**src/rtl/add_seq_pkg.sv**
```systemverilog
// Shared types and constants for the byte-serial add/subtract sequencer.
package add_seq_pkg;

  localparam int BYTE_W = 8;

  typedef enum logic [1:0] {
    IDLE,
    RUN,
    DONE
  } seq_state_t;

  // A one-byte sequencer still needs a 1-bit index register.
  function automatic int idx_width(input int nbytes);
    return (nbytes <= 1) ? 1 : $clog2(nbytes);
  endfunction

endpackage

```
**src/rtl/adder_8bit.sv**
```systemverilog
// Single-byte adder with carry in/out and signed overflow of the byte result.
module adder_8bit
  import add_seq_pkg::*;
(
  input  logic [BYTE_W-1:0] i_a,
  input  logic [BYTE_W-1:0] i_b,
  input  logic              i_cin,
  output logic [BYTE_W-1:0] o_sum,
  output logic              o_carry,
  output logic              o_ovf
);

  assign {o_carry, o_sum} = {1'b0, i_a} + {1'b0, i_b} + {{BYTE_W{1'b0}}, i_cin};

  // Overflow when both operands share a sign that the result does not.
  assign o_ovf = (i_a[BYTE_W-1] == i_b[BYTE_W-1]) && (o_sum[BYTE_W-1] != i_a[BYTE_W-1]);

endmodule

```
**src/rtl/add_byte_seq.sv**
```systemverilog
// Runs an N-byte add/subtract through one byte adder, LSB first, rippling the
// carry between cycles, with valid/ready handshakes on both sides.
module add_byte_seq
  import add_seq_pkg::*;
#(
  parameter int NBYTES = 4
) (
  input  logic                   i_clk,
  input  logic                   i_rst,
  input  logic                   i_valid,
  output logic                   o_ready,
  input  logic [BYTE_W*NBYTES-1:0] i_a,
  input  logic [BYTE_W*NBYTES-1:0] i_b,
  input  logic                   i_sub,
  output logic                   o_valid,
  input  logic                   i_ready,
  output logic [BYTE_W*NBYTES-1:0] o_sum,
  output logic                   o_carry,
  output logic                   o_ovf
);

  localparam int W  = BYTE_W * NBYTES;
  localparam int IW = idx_width(NBYTES);
  localparam logic [IW-1:0] LAST_IDX = IW'(NBYTES - 1);

  seq_state_t        state;
  seq_state_t        state_next;
  logic [IW-1:0]     idx;
  logic [W-1:0]      a_r;
  logic [W-1:0]      b_r;
  logic [W-1:0]      sum_r;
  logic              carry_r;
  logic              carry_flag;
  logic              ovf_flag;
  logic              valid_r;

  logic [BYTE_W-1:0] add_a;
  logic [BYTE_W-1:0] add_b;
  logic [BYTE_W-1:0] add_sum;
  logic              add_carry;
  logic              add_ovf;

  assign add_a = a_r[BYTE_W*idx +: BYTE_W];
  assign add_b = b_r[BYTE_W*idx +: BYTE_W];

  adder_8bit u_adder (
    .i_a     (add_a),
    .i_b     (add_b),
    .i_cin   (carry_r),
    .o_sum   (add_sum),
    .o_carry (add_carry),
    .o_ovf   (add_ovf)
  );

  always_comb begin
    state_next = state;
    case (state)
      IDLE:    if (i_valid)          state_next = RUN;
      RUN:     if (idx == LAST_IDX)  state_next = DONE;
      DONE:    if (i_ready)          state_next = IDLE;
      default:                       state_next = IDLE;
    endcase
  end

  always_comb begin
    o_ready = (state == IDLE) && !i_rst;
  end

  // Subtraction is a + ~b + 1: b is inverted at accept and the +1 enters as
  // the initial carry, so the byte adder never needs to know the operation.
  always_ff @(posedge i_clk or posedge i_rst) begin
    if (i_rst) begin
      state      <= IDLE;
      idx        <= '0;
      a_r        <= '0;
      b_r        <= '0;
      sum_r      <= '0;
      carry_r    <= 1'b0;
      carry_flag <= 1'b0;
      ovf_flag   <= 1'b0;
      valid_r    <= 1'b0;
    end else begin
      state <= state_next;
      case (state)
        IDLE: begin
          if (i_valid) begin
            a_r     <= i_a;
            b_r     <= i_sub ? ~i_b : i_b;
            carry_r <= i_sub;
            idx     <= '0;
          end
        end
        RUN: begin
          sum_r[BYTE_W*idx +: BYTE_W] <= add_sum;
          carry_r                     <= add_carry;
          if (idx == LAST_IDX) begin
            carry_flag <= add_carry;
            ovf_flag   <= add_ovf;
            valid_r    <= 1'b1;
          end else begin
            idx <= idx + 1'b1;
          end
        end
        DONE: begin
          if (i_ready) valid_r <= 1'b0;
        end
        default: ;
      endcase
    end
  end

  assign o_valid = valid_r;
  assign o_sum   = sum_r;
  assign o_carry = carry_flag;
  assign o_ovf   = ovf_flag;

endmodule
```
**config.mk**
```make
export PLATFORM = sky130hd
export DESIGN_NAME = add_byte_seq
export DESIGN_NICKNAME = d
export VERILOG_FILES = /design/src/rtl/add_seq_pkg.sv /design/src/rtl/adder_8bit.sv /design/src/rtl/add_byte_seq.sv
export SDC_FILE = /design/constraint.sdc
export NUM_CORES = 1
export LEC_CHECK = 0
export BUFFER_PORTS_ARGS = -buffer_cell sky130_fd_sc_hd__buf_4
export CAP_MARGIN = 20
export CORE_ASPECT_RATIO = 0.5
export CORE_MARGIN = 4
export CORE_UTILIZATION = 55
export DETAILED_ROUTE_END_ITERATION = 10
export PLACE_DENSITY = 0.89
export SETUP_SLACK_MARGIN = 0.1
export SYNTH_ARGS = -nofsm -noshare
export SYNTH_HDL_FRONTEND = slang
export SYNTH_SLANG_ARGS = --single-unit
export TNS_END_PERCENT = 1
```
**constraint.sdc**
```tcl
create_clock -name i_clk -period 4.5 [get_ports i_clk]
set_clock_uncertainty 0.2 [all_clocks]
set_input_delay 1.35 -clock i_clk [delete_from_list [all_inputs] [get_ports i_clk]]
set_output_delay 1.35 -clock i_clk [all_outputs]
set_load 0.05 [all_outputs]
```
==> results.tsv <==
stage	metric	value	unit
outcome	status	complete, no violations	
floorplanning	die area	10620	um2
critical_path	reg2reg end	o_sum[22]	
synth	library cells used by synthesis	41	
sta	final worst path period share	79.15	%
critical_path	worst r2r path cells	7	
cts	setup bufs post-CTS	0	
place	Port Buffers	104	
floorplanning	# rows	24	
cts	H-tree Lvls	3	
cts	clock buffer count from CTS	9	
global_routing	first-pass GRT wire length	18330	um
detailed_routing	initial detailed-routing violation count	304	
worst_hold_path	WHS Path Cells	2	
layout	number of antenna repair diodes	0	
power	Pleak	0.002721	uW
synth	syn nets	473	
detailed_routing	Total Wirelength	11410	um
floorplanning	die width	141.8	um
detailed_routing	antenna viol nets, final	0	
detailed_routing	vias per cell	5.666	
sta	setup TNS	0	ps
place	RD Place Congestion	0.8171	
cts	clk root buf	clkbuf_16	
flow_run	max_cap viols	0	
critical_path	reg2reg start	idx[0]	
synth	Post-synth EDFFs	0	
layout	most frequent cells in the layout	buf_4 (108), dfrtp_1 (104), a21oi_1 (38)	
synth	syn avg cell area	12.66	um2
synth	Post-Syn Instances	389	
worst_hold_path	Worst Hold Launch	o_sum[26]	
critical_path	Worst R2R Setup Slack	940	ps
synth	Synth Cell Area	4925	um2
sta	slew of the pin with the lowest slew margin	683.4	ps
global_routing	initial antenna violation count	0	
layout	proportion of layout cells with a drive suffix above 1	37.45	%
cts	clk sinks	104	
layout	P&R area growth vs syn	24.34	%
sta	Pins Over Slew Limit	0	
cts	CTS tree	yes	
critical_path	Critical Path Source Type	register	
sta	RSZ-0062 raised after global routing	false	
synth	Ys Warns	0	
sta	post-route minimum period	3562	ps
detailed_routing	DRT Pass-1 Iters	4	
critical_path	Critical Path RT	4540	ps
layout	NumNets Final	573	
layout	Filler cells	604	
floorplanning	die height	74.91	um
cts	CTS max path bufs	2	
sta	slew margin rel.	54.44	%
floorplanning	I/O pin total	105	
sta	hold_ws	288.4	ps
critical_path	Crit. Startpoint	idx[0]	
cts	clock latency on the worst-skew pair	360	ps
floorplanning	Core Area	8708	um2
synth	synthesis-stage register bit count	104	
layout	commonest non-fill, non-tap cell in the layout	buf_4	
place	Final HPWL DP	8156	um
place	dpl cells	595	
global_routing	vias in the first global route	3491	
power	Power Density	888.1	nW/um2
detailed_routing	via count	3462	
worst_hold_path	Hold EP	o_sum[26]	
synth	post-synthesis sequential area ratio	52.85	%
synth	asr flop ratio synth	100.0	%
sta	fmax	0.2808	GHz
cts	hold buffer count at CTS	0	
cts	post-cts sizing count	0	
power	maximum vdd drop	0.0004531	V
critical_path	crit end category	register	
global_routing	pin count of the biggest net entering global routing	105	
global_routing	gr usage total	22.78	%
critical_path	arrival time at the worst endpoint	3600	ps
floorplanning	Starting Density	56.55	%
detailed_routing	DR WL/cell	18.67	um
synth	top_reg_cell synth	dfrtp_1	
sta	Setup Viol. Count Final	0	
sta	Final Hold Viols	0	
critical_path	critical path class	reg2reg	
cts	CTS clock-pin slew for the worst setup and hold paths	70	ps
critical_path	Max FO, Critical Path	11	
layout	final non-filler cell total	611	
detailed_routing	DR DRC count	0	
global_routing	global route total overflow	0	
worst_hold_path	hold crit path type	reg2reg	
## critical path: stages, from the launching register on
cell      delay [ps]
dfrtp_1          770
mux4_2           600
fa_1             460
fa_1             470
a21o_1           230
a221oi_4         280
xnor2_1          180
a22o_1           240
## synth_stat cells, types with 2 or more instances
cell	number	area share, %
a21oi_1	38	3.9
mux2_2	32	7.3
mux4_2	16	7.3
mux2i_1	2	0.41
buf_2	12	1.2
nand2_2	3	0.38
ha_1	13	3.3
nand2_1	16	1.2
a21o_1	2	0.30
fa_1	2	0.81
a22o_1	20	3.6
nor2_1	37	2.8
or3_1	3	0.38
nor3b_1	2	0.30
xnor2_1	35	6.2
clkbuf_1	4	0.30
nand3_1	2	0.20
a32o_1	8	1.6
nor2_2	2	0.25
dfrtp_1	104	53
nor3_1	2	0.20
inv_1	5	0.38
buf_4	2	0.30
o21ai_0	5	0.51
o31ai_1	6	0.91
## power by group
| group | leakage [uW] | internal, uW | switching, uW |
|---|---|---|---|
| logic | 0.00130 | 1210 | 1760 |
| clock network | 0.000152 | 487 | 354 |
| registers | 0.00126 | 1340 | 286 |
## kinds of logic after synthesis
kind of cell | synth area share (%)
DFF | 52.85
AOI/OAI and AO/OA | 12.53
and+or+nand+nor | 6.555
muxes | 15.04
xor gates and xnor gates | 6.402
buffers and inverters | 2.515
adders and majority gates | 4.116
## flip-flops by register name (all words and copies together) (netlist names)
name     count
o_valid      1
carry_r      1
o_ovf        1
a_r         32
b_r         32
o_carry      1
o_sum       32
state        2
idx          2
## metal layers
metal / wire, um / global-route usage (%) / vias to the layer above / share of wire [%]
met5: 0 / 0 / - / 0
met4: 188 / 5.319 / 0 / 1.6
met3: 695 / 6.916 / 15 / 6.1
met2: 5522 / 37.57 / 93 / 48
met1: 5002 / 30.56 / 1751 / 44
li1: - / - / 1603 / -
## area by class of cell
class                      instances  area, um2  share of cell area, %
tap                              117      146.4                  2.391
clock buffer                       9      225.2                  3.678
timing repair buffer             109      830.8                  13.57
clock inverter                     7      93.84                  1.532
inverter                           5      21.27                 0.3474
multi-input combinational        260       2203                  35.98
sequential                       104       2603                  42.50
## through the flow
step	setup WS (ps)	cell area (um2)	utilization [%]	power [uW]
floorplan	217.8	4925	-	3790
global placement	1017	5804	66.65	4468
detailed placement	951.8	5804	66.65	4587
CTS	919.2	6123	70.32	5460
global route	765.8	6123	70.32	5804
finish	938.2	6123	70.32	5438
## worst max-delay path by stage
stage / end / cells past startpoint
final: o_sum[22] / 7
after CTS: o_sum[22] / 7
after floorplan: a_r[0] / 1
after global placement: o_sum[6] / 7
after detailed placement: o_sum[14] / 7
after global routing: o_sum[22] / 7
No activity file was read; power rests on OpenSTA's default activity.
